### src/rtl/cam_pkg.sv
// Shared encodings for the CAM command sequencer: opcodes, response error codes
// and the sequencer state enum.
package cam_pkg;

    localparam logic [1:0] OP_SEARCH = 2'b00;
    localparam logic [1:0] OP_INSERT = 2'b01;
    localparam logic [1:0] OP_DELETE = 2'b10;
    localparam logic [1:0] OP_FLUSH  = 2'b11;

    localparam logic [1:0] ERR_OK      = 2'd0;
    localparam logic [1:0] ERR_FULL    = 2'd1;
    localparam logic [1:0] ERR_DUP     = 2'd2;
    localparam logic [1:0] ERR_INVALID = 2'd3;

    typedef enum logic [2:0] {
        ST_IDLE    = 3'd0,
        ST_LOOKUP  = 3'd1,
        ST_CAPTURE = 3'd2,
        ST_WRITE   = 3'd3,
        ST_FLUSH   = 3'd4,
        ST_RESP    = 3'd5
    } state_t;

endpackage

### src/rtl/cam_prio_enc.sv
// Combinational lowest-set-bit encoder over the masked CAM match vector.
// Index is 0 and found is 0 when the vector is empty.
module cam_prio_enc #(
    parameter  int ADDR_W = 4,
    localparam int DEPTH  = 2**ADDR_W
) (
    input  logic [DEPTH-1:0]  i_vec,
    output logic [ADDR_W-1:0] o_index,
    output logic              o_found
);

    // Scanning high-to-low lets the lowest set bit win the last assignment.
    function automatic logic [ADDR_W-1:0] lowest_idx(input logic [DEPTH-1:0] vec);
        logic [ADDR_W-1:0] idx;
        idx = '0;
        for (int i = DEPTH - 1; i >= 0; i--) begin
            if (vec[i]) idx = ADDR_W'(i);
        end
        return idx;
    endfunction

    assign o_index = lowest_idx(i_vec);
    assign o_found = |i_vec;

endmodule

### src/rtl/cam_ctrl.sv
// cam_ctrl: search/insert/delete/flush sequencer for the bit-sliced CAM array.
// Define CAM_CTRL_DUP_CHECK_EN to look up the key before insert and reject duplicates.
module cam_ctrl
    import cam_pkg::*;
#(
    parameter  int KEY_W  = 4,
    parameter  int ADDR_W = 4,
    localparam int DEPTH  = 2**ADDR_W
) (
    input  logic              clk,
    input  logic              rst_n,
    input  logic              cmd_valid,
    output logic              cmd_ready,
    input  logic [1:0]        cmd_op,
    input  logic [KEY_W-1:0]  cmd_key,
    input  logic [ADDR_W-1:0] cmd_addr,
    output logic              rsp_valid,
    output logic              rsp_hit,
    output logic [ADDR_W-1:0] rsp_index,
    output logic [DEPTH-1:0]  rsp_mask,
    output logic [1:0]        rsp_err,
    output logic              cam_rst,
    output logic              cam_write,
    output logic [ADDR_W-1:0] cam_addr,
    output logic [KEY_W-1:0]  cam_din,
    output logic [KEY_W-1:0]  cam_key,
    input  logic [DEPTH-1:0]  cam_match
);

    state_t              r_state;
    logic [1:0]          r_op;
    logic [KEY_W-1:0]    r_key;
    logic [DEPTH-1:0]    r_valid;
    logic [ADDR_W:0]     r_wptr;
    logic                r_cmd_ready;
    logic                r_rsp_valid;
    logic                r_rsp_hit;
    logic [ADDR_W-1:0]   r_rsp_index;
    logic [DEPTH-1:0]    r_rsp_mask;
    logic [1:0]          r_rsp_err;
    logic                r_cam_write;
    logic [ADDR_W-1:0]   r_cam_addr;
    logic [KEY_W-1:0]    r_cam_din;
    logic [KEY_W-1:0]    r_cam_key;

    logic                w_full;
    logic [ADDR_W-1:0]   w_slot;
    logic [DEPTH-1:0]    w_cap_mask;
    logic [ADDR_W-1:0]   w_cap_index;
    logic                w_cap_found;

    // wptr saturates at DEPTH, so its top bit alone flags a full array.
    assign w_full     = r_wptr[ADDR_W];
    assign w_slot     = r_wptr[ADDR_W-1:0];
    assign w_cap_mask = cam_match & r_valid;

    cam_prio_enc #(.ADDR_W(ADDR_W)) u_prio_enc (
        .i_vec   (w_cap_mask),
        .o_index (w_cap_index),
        .o_found (w_cap_found)
    );

    // Sequencer: one command in flight; every output is loaded on a state transition.
    always_ff @(posedge clk or negedge rst_n) begin
        if (!rst_n) begin
            r_state     <= ST_IDLE;
            r_op        <= OP_SEARCH;
            r_key       <= '0;
            r_valid     <= '0;
            r_wptr      <= '0;
            r_cmd_ready <= 1'b1;
            r_rsp_valid <= 1'b0;
            r_rsp_hit   <= 1'b0;
            r_rsp_index <= '0;
            r_rsp_mask  <= '0;
            r_rsp_err   <= ERR_OK;
            r_cam_write <= 1'b0;
            r_cam_addr  <= '0;
            r_cam_din   <= '0;
            r_cam_key   <= '0;
        end else begin
            r_rsp_valid <= 1'b0;
            r_cam_write <= 1'b0;
            case (r_state)
                ST_IDLE: begin
                    if (cmd_valid && r_cmd_ready) begin
                        r_op        <= cmd_op;
                        r_key       <= cmd_key;
                        r_cmd_ready <= 1'b0;
                        case (cmd_op)
                            OP_SEARCH: begin
                                r_cam_key <= cmd_key;
                                r_state   <= ST_LOOKUP;
                            end
                            OP_INSERT: begin
`ifdef CAM_CTRL_DUP_CHECK_EN
                                r_cam_key <= cmd_key;
                                r_state   <= ST_LOOKUP;
`else
                                if (!w_full) begin
                                    r_cam_write <= 1'b1;
                                    r_cam_addr  <= w_slot;
                                    r_cam_din   <= cmd_key;
                                end
                                r_state <= ST_WRITE;
`endif
                            end
                            OP_DELETE: begin
                                r_valid[cmd_addr] <= 1'b0;
                                r_rsp_valid       <= 1'b1;
                                r_rsp_hit         <= 1'b0;
                                r_rsp_index       <= '0;
                                r_rsp_mask        <= '0;
                                r_rsp_err         <= r_valid[cmd_addr] ? ERR_OK : ERR_INVALID;
                                r_state           <= ST_RESP;
                            end
                            OP_FLUSH: r_state <= ST_FLUSH;
                            default: begin
                                r_cmd_ready <= 1'b1;
                                r_state     <= ST_IDLE;
                            end
                        endcase
                    end
                end
                ST_LOOKUP: r_state <= ST_CAPTURE;
                ST_CAPTURE: begin
                    if ((r_op == OP_INSERT) && w_cap_found) begin
                        r_rsp_valid <= 1'b1;
                        r_rsp_hit   <= 1'b1;
                        r_rsp_index <= w_cap_index;
                        r_rsp_mask  <= w_cap_mask;
                        r_rsp_err   <= ERR_DUP;
                        r_state     <= ST_RESP;
                    end else if (r_op == OP_INSERT) begin
                        if (!w_full) begin
                            r_cam_write <= 1'b1;
                            r_cam_addr  <= w_slot;
                            r_cam_din   <= r_key;
                        end
                        r_state <= ST_WRITE;
                    end else begin
                        r_rsp_valid <= 1'b1;
                        r_rsp_hit   <= w_cap_found;
                        r_rsp_index <= w_cap_index;
                        r_rsp_mask  <= w_cap_mask;
                        r_rsp_err   <= ERR_OK;
                        r_state     <= ST_RESP;
                    end
                end
                ST_WRITE: begin
                    r_rsp_valid <= 1'b1;
                    r_rsp_hit   <= 1'b0;
                    r_rsp_mask  <= '0;
                    if (w_full) begin
                        r_rsp_index <= '0;
                        r_rsp_err   <= ERR_FULL;
                    end else begin
                        r_valid[w_slot] <= 1'b1;
                        r_rsp_index     <= w_slot;
                        r_rsp_err       <= ERR_OK;
                        r_wptr          <= r_wptr + {{ADDR_W{1'b0}}, 1'b1};
                    end
                    r_state <= ST_RESP;
                end
                ST_FLUSH: begin
                    r_valid     <= '0;
                    r_wptr      <= '0;
                    r_rsp_valid <= 1'b1;
                    r_rsp_hit   <= 1'b0;
                    r_rsp_index <= '0;
                    r_rsp_mask  <= '0;
                    r_rsp_err   <= ERR_OK;
                    r_state     <= ST_RESP;
                end
                ST_RESP: begin
                    r_cmd_ready <= 1'b1;
                    r_state     <= ST_IDLE;
                end
                default: begin
                    r_cmd_ready <= 1'b1;
                    r_state     <= ST_IDLE;
                end
            endcase
        end
    end

    // Array clear follows system reset as well as the one-cycle flush state.
    assign cam_rst   = ~rst_n | (r_state == ST_FLUSH);
    assign cmd_ready = r_cmd_ready;
    assign rsp_valid = r_rsp_valid;
    assign rsp_hit   = r_rsp_hit;
    assign rsp_index = r_rsp_index;
    assign rsp_mask  = r_rsp_mask;
    assign rsp_err   = r_rsp_err;
    assign cam_write = r_cam_write;
    assign cam_addr  = r_cam_addr;
    assign cam_din   = r_cam_din;
    assign cam_key   = r_cam_key;

endmodule

### config.mk
export PLATFORM = sky130hd
export DESIGN_NAME = cam_ctrl
export DESIGN_NICKNAME = d
export VERILOG_FILES = /design/src/rtl/cam_pkg.sv /design/src/rtl/cam_prio_enc.sv /design/src/rtl/cam_ctrl.sv
export SDC_FILE = /design/constraint.sdc
export NUM_CORES = 1
export LEC_CHECK = 0
export ABC_AREA = 1
export BUFFER_PORTS_ARGS = -buffer_cell sky130_fd_sc_hd__buf_2
export CAP_MARGIN = 20
export CORE_ASPECT_RATIO = 1.4
export CORE_MARGIN = 2
export CORE_UTILIZATION = 35
export DETAILED_ROUTE_END_ITERATION = 8
export PLACE_DENSITY = 0.58
export SYNTH_ARGS = -nofsm -noshare
export SYNTH_HDL_FRONTEND = slang
export SYNTH_SLANG_ARGS = --single-unit
### constraint.sdc
create_clock -name clk -period 2.06 [get_ports clk]
set_input_delay 0.206 -clock clk [delete_from_list [all_inputs] [get_ports clk]]
set_output_delay 0.206 -clock clk [all_outputs]
set_load 0.05 [all_outputs]
* Word level (Yosys, flattened, before mapping)
Cells that the tools add are included.
** Operators by class
- $add $sub $neg :: 1
- $lt $le $gt $ge :: 4
- Equal/unequal tests :: 17
- Mux-type cells :: 82
- Bitwise logic cells :: 7
- Reductions and logical operators :: 23
** Operators with widths (number)
- 2-to-1 mux 4 bit :: 32
- 2-to-1 mux 16 bit :: 7
- one-hot mux 16 bit (3 select lines) :: 2
- AND 16 bit :: 2
- one-hot mux 3 bit (4 select lines) :: 2
- 2-to-1 mux 1 bit :: 18
- NOT 16 bit :: 1
- bitwise OR 16 bit :: 1
- one-hot mux 4 bit (2 select lines) :: 2
- one-hot mux 4 bit (4 select lines) :: 1
- OR reduction 16 bit :: 1
- inequality test 2 bit (second input constant) :: 6
- AND reduction 4 bit :: 3
- less-than comparator 4 x 5 -> 1 bit (second input constant) :: 2
- 2-to-1 mux 2 bit :: 5
- one-hot mux 5 bit (2 select lines) :: 1
- 2-to-1 mux 3 bit :: 3
- demux 1 bit (select 4 bit) :: 2
- greater-or-equal comparator 4 x 1 -> 1 bit (second input constant) :: 2
- one-hot mux 2 bit (4 select lines) :: 1
- AND reduction 7 bit :: 1
- equality test 3 x 2 -> 1 bit (second input constant) :: 2
- one-hot mux 1 bit (3 select lines) :: 2
- AND reduction 2 bit :: 3
- other kinds (22) :: 32
** Storage, ports and cells
- Register bits :: 68
- Input port bits :: 29
- Output and inout port bits :: 39
- Logic and storage cells :: 150

* Depth between registers and ports, before layout
Gate-level depths: netlist of the first run.
- Depth after elaboration :: 20
- Mapped depth :: 18
- Gate-level depth less buffers :: 18

* Modules after synthesis
A second synthesis of the first run with hierarchy kept.
** Second synthesis, totals
- Cell total of the unflattened synthesis :: 488
- Area, all modules :: 3693.5 um2
** Modules (own cells, without submodules)
- cam_ctrl :: times used 1, cells each 439, area an instance 3484.6 um2, sequential area each 1702.9 um2
- cam_prio_enc :: times used 1, cells each 49, area an instance 209.0 um2, sequential area each 0.0 um2

* Worst setup path before layout of the first run
Ideal clock, no wire load.
- Path kind :: register -> register
- From :: reg r_cmd_ready (netlist: cmd_ready)
- To :: reg r_valid[5]
- Setup time :: 0.129 ns
- Arrival :: 1.565 ns
- Required time :: 1.931 ns
- Setup slack :: 0.366 ns
- Cell stages (with the launch flop) :: 7
- Path buffers :: 1
- Period minus slack after synthesis :: 1.694 ns
- Cell sequence :: dfstp_2 -> nand2_1 -> o21ai_0 -> nand3_1 -> buf_2 -> o21ai_0 -> o21ai_0
** Between the ends
- Word-level cells in the longest chain between the ends :: 3
** Ends and longest elaborated chain
- start: declaration :: line cam_ctrl.sv:35 : logic r_cmd_ready;
- start signal: assignment :: line cam_ctrl.sv:71 : r_cmd_ready <= 1'b1;
- start signal: assignment :: line cam_ctrl.sv:89 : r_cmd_ready <= 1'b0;
- start signal: assignment :: line cam_ctrl.sv:119 : r_cmd_ready <= 1'b1;
- logical AND 1 bit :: line cam_ctrl.sv:86 : if (cmd_valid && r_cmd_ready) begin
- inequality test 2 bit (no source line)
- AND reduction 4 bit (no source line)
- end signal: assignment :: line cam_ctrl.sv:69 : r_valid <= '0;
- end signal: indexed assignment :: line cam_ctrl.sv:109 : r_valid[cmd_addr] <= 1'b0;
- end signal: indexed assignment :: line cam_ctrl.sv:158 : r_valid[w_slot] <= 1'b1;
- end: declaration :: line cam_ctrl.sv:33 : logic [DEPTH-1:0] r_valid;
No other way between the ends.
A chain may end at the register's enable or synchronous reset.

* Final worst setup path of the first run
- From :: reg r_state[0]
- To :: out cam_rst
** Between the ends
- Word-level cells in the longest chain between the ends :: 2
** Ends and longest elaborated chain
- start: declaration :: line cam_ctrl.sv:30 : state_t r_state;
- start signal: assignment :: line cam_ctrl.sv:66 : r_state <= ST_IDLE;
- start signal: assignment :: line cam_ctrl.sv:93 : r_state <= ST_LOOKUP;
- start signal: assignment :: line cam_ctrl.sv:105 : r_state <= ST_WRITE;
- equality test 3 bit :: line cam_ctrl.sv:188 : assign cam_rst = ~rst_n | (r_state == ST_FLUSH);
- bitwise OR 1 bit :: line cam_ctrl.sv:188
- end: declaration :: line cam_ctrl.sv:22 : output logic cam_rst,
No other way between the ends.

==> impl_metrics.toml, run 1 <==
[synth]
synthArstFlopShare_pct = 100
synth_area_um2 = 3370
ys_seq_elements = 68
ys.flop_type = "dfrtp_1"
synthTopCellsByCount = "nand2_1, dfrtp_1, o21ai_0"
yosysSeqAreaShare_pct = 50.5
syn-num-nets = 437
syn_avg_cell_area_um2 = 8.35
synth_most_common_cell = "nand2_1"
synth_edf_count = 0
yosys_warnings = 0
synth.top_cell.area_share_pct = 49.7
ys_types = 37
synth_area_leaders = "dfrtp_1, nand2_1, o21ai_0, inv_1, a21oi_1"
syn_inst = 404
synth_top_area_cell = "dfrtp_1"

[timing]
hold_viol = 0
finalSetupTns_ns = 0
min_period_over_period_pct = 94.5
rsz0062_at_grt = "false"
setup_violations = 0
post-route-min-period_ns = 1.95
clock_skew_ns = 0.00902
fmax_ghz = 0.514
slew_headroom_pct = 57.3
maxSlewViolCount = 0
worst_slew_pin_slew_ns = 0.638

[global_route]
grt_overflow = 0
antenna_found_initial = 0
grt_util_all_layers_pct = 19.6
grt_pass1_wl_um = 15500
grt_pass1_vias = 3044
grt_max_degree = 69

[routing]
drt_iter0_markers = 237
drt_first_pass_iters = 4
drcViolationCount = 0
dr_total_vias = 3051
routed_via_density = 5.10
wirelength_um = 9330
ant_nets = 0
wl_per_cell_um = 15.6

[placed_design]
io_buffers = 67
postPlaceCellArea_um2 = 3850
place.detailed.hpwl_um = 7000
place.gp.congestion = 0.886

[final_layout]
drive_above_1_share_pct = 26.4
regArea_um2 = 1700
nNetsFinal = 516
fillCellCount = 952
multi_input_area_um2 = 1430
postLayoutCellArea_um2 = 4150
area_growth_pct = 23.1
diodes = 0

[critical_path]
critical_path_class = "flop to primary output"
crit_required_ns = 1.85
arrival_ns = 1.74
cp-end-kind = "primary output"
start_kind = "flop"
crit_path_max_fanout = 4

[pwr]
p_leak_nw = 2.14
power_density_nw_per_um2 = 1410
ir_drop_uv = 710

[clock_network]
cts_tree = "yes"
cts.sinks = 68
numCtsBuffers = 9
postCtsSetupBuffers = 0
cts-root-buf = "clkbuf_16"
clk-insertion-delay-late_ns = 0.34
cts_buffer_depth = 2
htree_levels = 3
clk_pin_slew_worst_paths_ns = 0.06

[worst_hold_path]
hold_class = "input port to flop"

[die]
start_util_pct = 35.9
io_pins = 68
core_um2 = 9410
die_x_um = 87.0
core.rowCount = 42
die_area_um2 = 10500
fp.dieH_um = 120

[job]
maxCapViolations = 0

[run_status]
status = "finished, final reports clean"
[sequential cells by signal, indices dropped and copies added, names as in the netlist]
| name | flops |
|---|---|
| cam_addr | 4 |
| cam_din | 4 |
| cam_key | 4 |
| cam_write | 1 |
| cmd_ready | 1 |
| r_key | 4 |
| r_op | 2 |
| r_state | 3 |
| r_valid | 16 |
| r_wptr | 5 |
| rsp_err | 2 |
| rsp_hit | 1 |
| rsp_index | 4 |
| rsp_mask | 16 |
| rsp_valid | 1 |
[final cells by class]
type	count	share of cell area, %
flip-flops and latches	68	41.0
repair buffers	77	10.2
multi-input cells	283	34.4
well taps	110	3.31
clock inverters	5	1.27
inverters	44	4.16
clock buffers	11	5.60
[worst max-delay path, cell delays in order, from the launching register on]
cell and delay, ns:
dfrtp_1 0.44, nor2_2 0.19, inv_2 0.08, nor2_2 0.18
inv_1 0.13, nand2_1 0.11, buf_2 0.28
[final timing paths]
kind	slack [ns]	cells past startpoint	startpoint	endpoint
worst max-delay path	0.11	6	r_state[0]	cam_rst
worst max register to register	0.15	13	r_valid[11]	rsp_err[1]
worst min-delay path	0.14	3	cam_match[14]	rsp_mask[14]
max in group asynchronous	1.26	3	rst_n	cmd_ready
min in group asynchronous	0.48	3	rst_n	r_valid[10]
worst min register to register	0.48	2	rsp_mask[8]	rsp_mask[8]
[cells in the final DEF (no fill, tap or decap), drive strengths merged]
| master | n |
|---|---|
| nand2 | 113 |
| buf | 76 |
| o21ai | 75 |
| dfrtp | 67 |
| inv | 44 |
| nor2 | 31 |
| a21oi | 26 |
| clkbuf | 11 |
| nand3 | 8 |
| a22oi | 7 |
| ha | 4 |
| nor3 | 4 |
| nand4 | 3 |
| clkinv | 3 |
| a31oi | 2 |
| o22ai | 2 |
| o211ai | 2 |
| o2111ai | 1 |
| a31o | 1 |
| a21boi | 1 |
| nand3b | 1 |
| o31ai | 1 |
| o221ai | 1 |
| clkinvlp | 1 |
| bufinv | 1 |
| dfstp | 1 |
| dlygate4sd3 | 1 |
[per-layer routing]
metal  part of all wire, %  routed length [um]  global-route usage (%)
met1                    40                3770                    23.8
met2                    52                4860                    33.1
met3                   5.0                 464                    3.71
met4                   2.6                 241                    8.69
met5                     0                   0                       0
[repair_timing]
action                                  4_1_cts  5_1_grt
endpoints found under the setup margin        1        4
resized for setup                             1        2
endpoints found under the hold margin        67        0
hold buffers                                  1        0
pin swaps                                     0        0
[per-stage QoR]
stage          std cells  hold WS, ns  worst slack (ns)  util, %  total power [mW]
6_report             598        0.143             0.114     44.2              5.84
5_1_grt              598        0.161            0.0124     44.2              6.21
4_1_cts              598        0.140             0.115     44.1              5.89
3_5_place_dp         581        0.325             0.123     41.0              4.35
3_3_place_gp         581        0.326             0.195     41.0              4.33
2_1_floorplan        404      -0.0896             0.366        -              3.74
[where the power goes]
group | total (mW) | internal, mW | switching [mW] | leakage (nW)
clock | 1.51 | 0.931 | 0.579 | 0.139
combinational | 2.45 | 0.635 | 1.81 | 1.09
sequential | 1.88 | 1.65 | 0.229 | 0.907
[logic make-up after synthesis]
group,Yosys count,synth area share (%)
AO/OA/AOI/OAI,119,19.9
flip-flops,68,50.5
adder cells (fa/ha/maj),4,1.48
AND/OR/NAND/NOR,160,21.0
buffers and inverters,53,7.20
Note: power is estimated with default switching activity, not from simulation.
==> inputs of run 2 (changes only) <==
--- a/config.mk
+++ b/config.mk
@@ -11,6 +11,7 @@
 export CORE_ASPECT_RATIO = 1.4
 export CORE_MARGIN = 2
 export CORE_UTILIZATION = 35
+export CTS_BUF_LIST = sky130_fd_sc_hd__clkbuf_4 sky130_fd_sc_hd__clkbuf_8
 export DETAILED_ROUTE_END_ITERATION = 8
 export PLACE_DENSITY = 0.58
 export SYNTH_ARGS = -nofsm -noshare
==> run 2 against run 1 <==
- sequential share of layout area increased by 0.95 points
- via count decreased by 2.2%
- clock power decreased by 27%
- combinational power hardly changed
- first-iteration DRC count decreased by 16%
- routed wire length barely moved
- fmax shrank 0.40%
- critical endpoint unchanged
- critical path type unchanged
==> impl_metrics.toml, run 2 (synthesis results as in run 1) <==
[job]
maxCapViolations = 0

[placed_design]
place.gp.congestion = 0.886
postPlaceCellArea_um2 = 3850
dpl_worst_slack_ns = 0.123
place.detailed.hpwl_um = 7000
place_inst = 581
io_buffers = 67

[critical_path]
slowest_delay_ns = 0.44
critical_path_buf_inv_count = 3
r2r-start = "r_valid[11]"
reg2reg_slack_ns = 0.15
crit_required_ns = 1.85
crit_top_cell = "nor2_2"
critical_path_class = "flop to primary output"
arrival_ns = 1.75
crit_family = "buffers and inverters"
r2r_end = "rsp_err[1]"
r2r_cells = 13
start_kind = "flop"
path_cells = "nor2_2 > inv_2 > nor2_2 > inv_1 > nand2_1 > buf_2"
crit_path_max_fanout = 4
critPathSlowestCell = "dfrtp_1"
cp-end-kind = "primary output"

[die]
core_um2 = 9410
core.rowCount = 42
die_area_um2 = 10500
die_x_um = 87.0
io_pins = 68
start_util_pct = 35.9
fp.dieH_um = 120

[run_status]
status = "finished, final reports clean"

[clock_network]
numCtsBuffers = 9
clk_pin_slew_worst_paths_ns = 0.08
cts.sinks = 68
cts_buffer_depth = 2
cts_tree = "yes"
postCtsSetupBuffers = 0
clk-insertion-delay-late_ns = 0.36
cts-root-buf = "clkbuf_8"
htree_levels = 3

[routing]
dr_total_vias = 2985
wirelength_um = 9320
drt_first_pass_iters = 4
ant_nets = 0
wl_per_cell_um = 15.6
drt_iter0_markers = 200
drcViolationCount = 0
routed_via_density = 4.99

[timing]
slew_headroom_pct = 56.7
setup_violations = 0
fmax_ghz = 0.512
post-route-min-period_ns = 1.95
hold_viol = 0
worst_slew_pin_slew_ns = 0.647
maxSlewViolCount = 0
min_period_over_period_pct = 94.8
rsz0062_at_grt = "false"
clock_skew_ns = 0.0117
setup_slack_ns = 0.106
finalSetupTns_ns = 0

[worst_hold_path]
hold_path_depth = 3
hold_class = "input port to flop"
holdPathEnd = "rsp_mask[14]"
hold_start = "cam_match[14]"

[pwr]
p_clk_share_pct = 20.3
p_sw_share_pct = 47.3
pwr-share-comb_pct = 45.1
power_mw = 5.43
ir_drop_uv = 704
power_density_nw_per_um2 = 1340
seqPwrFrac_pct = 34.6
p_leak_nw = 2.10
internal-power_mw = 2.86
power.switching_mw = 2.57

[final_layout]
diodes = 0
area_growth_pct = 20.4
drive_above_1_share_pct = 26.8
nNetsFinal = 516
postLayoutCellArea_um2 = 4060
layout_common_cells = "nand2_1, dfrtp_1, buf_2"
mostFrequentLayoutCell = "nand2_1"
instances_no_fill = 598
fillCellCount = 969

[global_route]
grt_pass1_wl_um = 15400
grt_max_degree = 69
grt_pass1_vias = 3034
grt_util_all_layers_pct = 19.4
grt_overflow = 0
antenna_found_initial = 0
## run 2: cell counts in the layout (fill, tap and decap cells not counted)
Identical to the previous run, type by type.
## run 2: timing repair
action | in CTS | in global routing
hold endpoints to repair | 67 | 0
hold buffers | 1 | 0
gates resized for setup | 1 | 2
setup endpoints to repair | 1 | 4
## run 2: worst register-to-register path, stage by stage, from the launching register on
cell     delay (ns)
dfrtp_1        0.41
nand2_1        0.15
nand2_1        0.13
nor2_1         0.10
nand2_1        0.10
nor2_2         0.11
nand4_1        0.14
nand2_2        0.14
nand2_2        0.07
inv_2          0.07
o21ai_4        0.09
inv_8          0.16
nor2_1         0.06
a21oi_1        0.12
## run 2: how the worst max path moves through the flow
stage / startpoint / to / slack [ns] / cells past startpoint
2_1_floorplan: cmd_ready / r_valid[5] / 0.37 / 6
3_3_place_gp: r_valid[11] / rsp_err[1] / 0.19 / 13
3_5_place_dp: r_valid[8] / rsp_err[1] / 0.12 / 13
4_1_cts: r_state[0] / cam_rst / 0.09 / 6
5_1_grt: r_valid[8] / rsp_mask[0] / 0.005 / 13
6_report: r_state[0] / cam_rst / 0.11 / 6
## run 2: area by class of cell
type | count | area [um2] | share of cell area [%]
Clock buffer | 11 | 139 | 3.42
Clock inverter | 5 | 52.6 | 1.29
Inverter | 44 | 173 | 4.25
Multi-Input combinational cell | 283 | 1430 | 35.2
Sequential cell | 68 | 1700 | 41.9
Tap cell | 110 | 138 | 3.39
Timing Repair Buffer | 77 | 425 | 10.5
## run 2: power by group through the flow
stage | Clock [mW] | Combinational [mW] | Sequential [mW]
after floorplan | 0 | 1.27 | 2.47
after global placement | 0 | 2.43 | 1.90
after detailed placement | 0 | 2.45 | 1.90
after CTS | 1.14 | 2.46 | 1.88
after global routing | 1.19 | 2.69 | 1.92
final | 1.10 | 2.45 | 1.88
## run 2: per-layer routing
| metal | GRT usage (%) | up-vias | share of wire, % |
|---|---|---|---|
| li1 | - | 1491 | - |
| met5 | 0 | - | 0 |
| met4 | 7.03 | 0 | 2.1 |
| met3 | 4.61 | 14 | 5.8 |
| met2 | 33.1 | 77 | 52 |
| met1 | 23.5 | 1403 | 40 |
## run 2: per-stage QoR
step	utilization (%)	hold WS, ns
final	43.2	0.121
after global routing	43.2	0.126
after CTS	43.1	0.108
after detailed placement	41.0	0.325
after global placement	41.0	0.326
after floorplan	-	-0.0896
==> inputs of run 3 (changes only) <==
==> config.mk (replaced) <==
export PLATFORM = sky130hd
export DESIGN_NAME = cam_ctrl
export DESIGN_NICKNAME = d
export VERILOG_FILES = /design/src/rtl/cam_pkg.sv /design/src/rtl/cam_prio_enc.sv /design/src/rtl/cam_ctrl.sv
export SDC_FILE = /design/constraint.sdc
export NUM_CORES = 1
export LEC_CHECK = 0
export CAP_MARGIN = 20
export CORE_MARGIN = 2
export CORE_UTILIZATION = 35
export CTS_BUF_LIST = sky130_fd_sc_hd__clkbuf_4 sky130_fd_sc_hd__clkbuf_8
export DETAILED_ROUTE_END_ITERATION = 8
export DONT_BUFFER_PORTS = 1
export PLACE_DENSITY = 0.52
export SYNTH_ARGS = -nofsm -noshare
export SYNTH_HDL_FRONTEND = slang
export SYNTH_SLANG_ARGS = --single-unit
==> run 3 against run 2 <==
- largest cell class unchanged
- cell count is 12% lower
- power is 20% higher
- critical endpoint is now cam_addr[0]
- the flow now finishes with violations (setup timing)
- critical path depth stayed put
==> impl_metrics.toml, run 3 <==
[run_status]
status = "finished with violations"
violations = "setup timing"

[pwr]
power.switching_mw = 2.86
p_leak_nw = 2.00
power_density_nw_per_um2 = 1510
seqPwrFrac_pct = 40.6
pwr-share-comb_pct = 42.3
p_clk_share_pct = 17.2
p_sw_share_pct = 44.1
ir_drop_uv = 521
internal-power_mw = 3.64

[job]
maxCapViolations = 0

[final_layout]
mostFrequentLayoutCell = "dfrtp_1"
nNetsFinal = 423
regArea_um2 = 1700
area_growth_pct = 26.1
diodes = 0
fillCellCount = 904
layout_common_cells = "dfrtp_1, buf_4, nand2_1"
instances_no_fill = 528
multi_input_area_um2 = 1670
drive_above_1_share_pct = 26.1

[routing]
wl_per_cell_um = 18.6
ant_nets = 0
drt_iter0_markers = 272
dr_total_vias = 2954
routed_via_density = 5.59
wirelength_um = 9820
drt_first_pass_iters = 5
drcViolationCount = 0

[critical_path]
arrival_ns = 2.92
slowest_delay_ns = 0.57
crit_path_max_fanout = 4
critPathSlowestCell = "or4_4"
crit_path_start = "r_valid[12]"
cp-end-kind = "flop"
path_cells = "a22o_1 > or4_4 > or4_4 > a2111oi_4 > buf_4 > mux2_4"
start_kind = "flop"
crit_top_cell = "or4_4"
crit_required_ns = 2.30
r2r-start = "r_valid[12]"
r2r_cells = 6
critical_path_class = "flop to flop"

[synth]
synth_compound_area_share_pct = 21.1
synthArstFlopShare_pct = 100
synth.top_cell.area_share_pct = 49.2
syn-num-nets = 368
synth_top_family_by_area = "compound AO/OA/AOI/OAI gates"
ys_types = 50
synth-simple-area-share_pct = 15.5
synth_most_common_cell = "dfrtp_1"
yosys_warnings = 0
syn_avg_cell_area_um2 = 10.2
ys_seq_elements = 68
synth_fa_ha_area_share_pct = 1.47
synth_edf_count = 0
synth.mux.area_fraction_pct = 8.48
synth_top_area_cell = "dfrtp_1"
synth_xor_area_share_pct = 0.771
synthTopCellsByCount = "dfrtp_1, nand2_1, a21oi_1, nor2_1, mux2_2"
synth_area_um2 = 3410
synth_area_leaders = "dfrtp_1, mux2_2, a21oi_1, a32o_1, nand2_1"
ys.flop_type = "dfrtp_1"
yosysSeqAreaShare_pct = 50.0
syn_inst = 335

[global_route]
grt_overflow = 0
grt_pass1_vias = 2833
grt_util_all_layers_pct = 19.2
grt_max_degree = 69
antenna_found_initial = 0
grt_pass1_wl_um = 15200

[die]
io_pins = 68
core.rowCount = 36
start_util_pct = 35.5
die_area_um2 = 10500
die_x_um = 103
fp.dieH_um = 103
core_um2 = 9590

[timing]
post-route-min-period_ns = 2.68
clock_skew_ns = 0.0113
slew_headroom_pct = 62.3
finalSetupTns_ns = -6.65
fmax_ghz = 0.373
rsz0062_at_grt = "true"
worst_slew_pin_slew_ns = 0.562
min_period_over_period_pct = 130
maxSlewViolCount = 0
setup_slack_ns = -0.620
hold_viol = 0
setup_violations = 30

[clock_network]
cts_buffer_depth = 2
htree_levels = 3
cts-root-buf = "clkbuf_8"
cts_tree = "yes"
numCtsBuffers = 9
cts.sinks = 68
clk-insertion-delay-late_ns = 0.36
clk_pin_slew_worst_paths_ns = 0.08

[placed_design]
place_inst = 493
place.gp.congestion = 0.917
dpl_worst_slack_ns = -0.714
io_buffers = 0
place.detailed.hpwl_um = 7060

[worst_hold_path]
hold_path_depth = 1
hold_class = "input port to flop"
hold_start = "cam_match[7]"
[run 3: cell count changes after synthesis, moves of 16 or more]
cell,change
nand2_1,-59
o21ai_0,-46
inv_1,-29
a32o_1,+16
mux2_2,+19
[run 3: per-layer routing]
metal / share of wire [%] / vias up / track usage [%]
li1: - / 1354 / -
met1: 45 / 1469 / 26.7
met2: 46 / 118 / 27.8
met3: 7.1 / 13 / 5.69
met4: 1.9 / 0 / 8.21
met5: 0 / - / 0
[run 3: area by class of cell]
type | instances | share of cell area [%]
sequential | 68 | 39.6
clock buffer | 10 | 3.06
multi-input combinational | 242 | 38.9
tap | 133 | 3.87
inverter | 7 | 0.612
clock inverter | 6 | 1.49
timing repair buffer | 62 | 12.4
[run 3: timing repair]
item | CTS | global route
gates cloned | 1 | 0
pin swaps | 5 | 1
endpoints found under the hold margin | 80 | 1
buffers inserted | 1 | 6
endpoints found under the setup margin | 32 | 41
gates resized for setup | 9 | 12
hold buffers | 10 | 1
[run 3: final timing paths]
kind	endpoint	slack [ns]
setup / recovery	cam_addr[0]	-0.62
hold / removal	rsp_mask[7]	0.01
setup reg to reg	cam_addr[0]	-0.62
hold reg to reg	r_key[0]	0.48
max in group asynchronous	cmd_ready	1.36
min in group asynchronous	rsp_mask[13]	0.38
[run 3: power by group through the flow]
stage	sequential, mW	combinational, mW	clock, mW
global placement	2.65	2.53	0
CTS	2.64	2.63	1.14
finish	2.64	2.75	1.12
detailed placement	2.66	2.53	0
global route	2.69	2.98	1.20
floorplan	2.70	1.42	0
[run 3: through the flow]
step	power (mW)	hold WS (ns)	utilization (%)	area, um2
2_1_floorplan	4.13	-0.0896	-	3410
3_3_place_gp	5.18	-0.0881	40.2	3850
3_5_place_dp	5.19	-0.0884	40.2	3850
4_1_cts	6.40	0.00191	43.8	4210
5_1_grt	6.87	0.000146	44.8	4300
6_report	6.50	0.0149	44.8	4300
[run 3: worst max-delay path, delay by kind of cell, from the launching register on]
kind / cells / cell delay [ns]
AOI/OAI and AO/OA: 2 / 0.60
buffers and inverters: 1 / 0.22
DFF: 1 / 0.40
muxes: 1 / 0.30
and+or+nand+nor: 2 / 1.04
[run 3: kinds of logic after synthesis]
| logic type | count (synthesis) |
|---|---|
| adders and majority gates | 4 |
| DFF | 68 |
| and+or+nand+nor | 112 |
| AOI/OAI and AO/OA | 99 |
| muxes | 24 |
| xor gates and xnor gates | 3 |
| buffers and inverters | 25 |
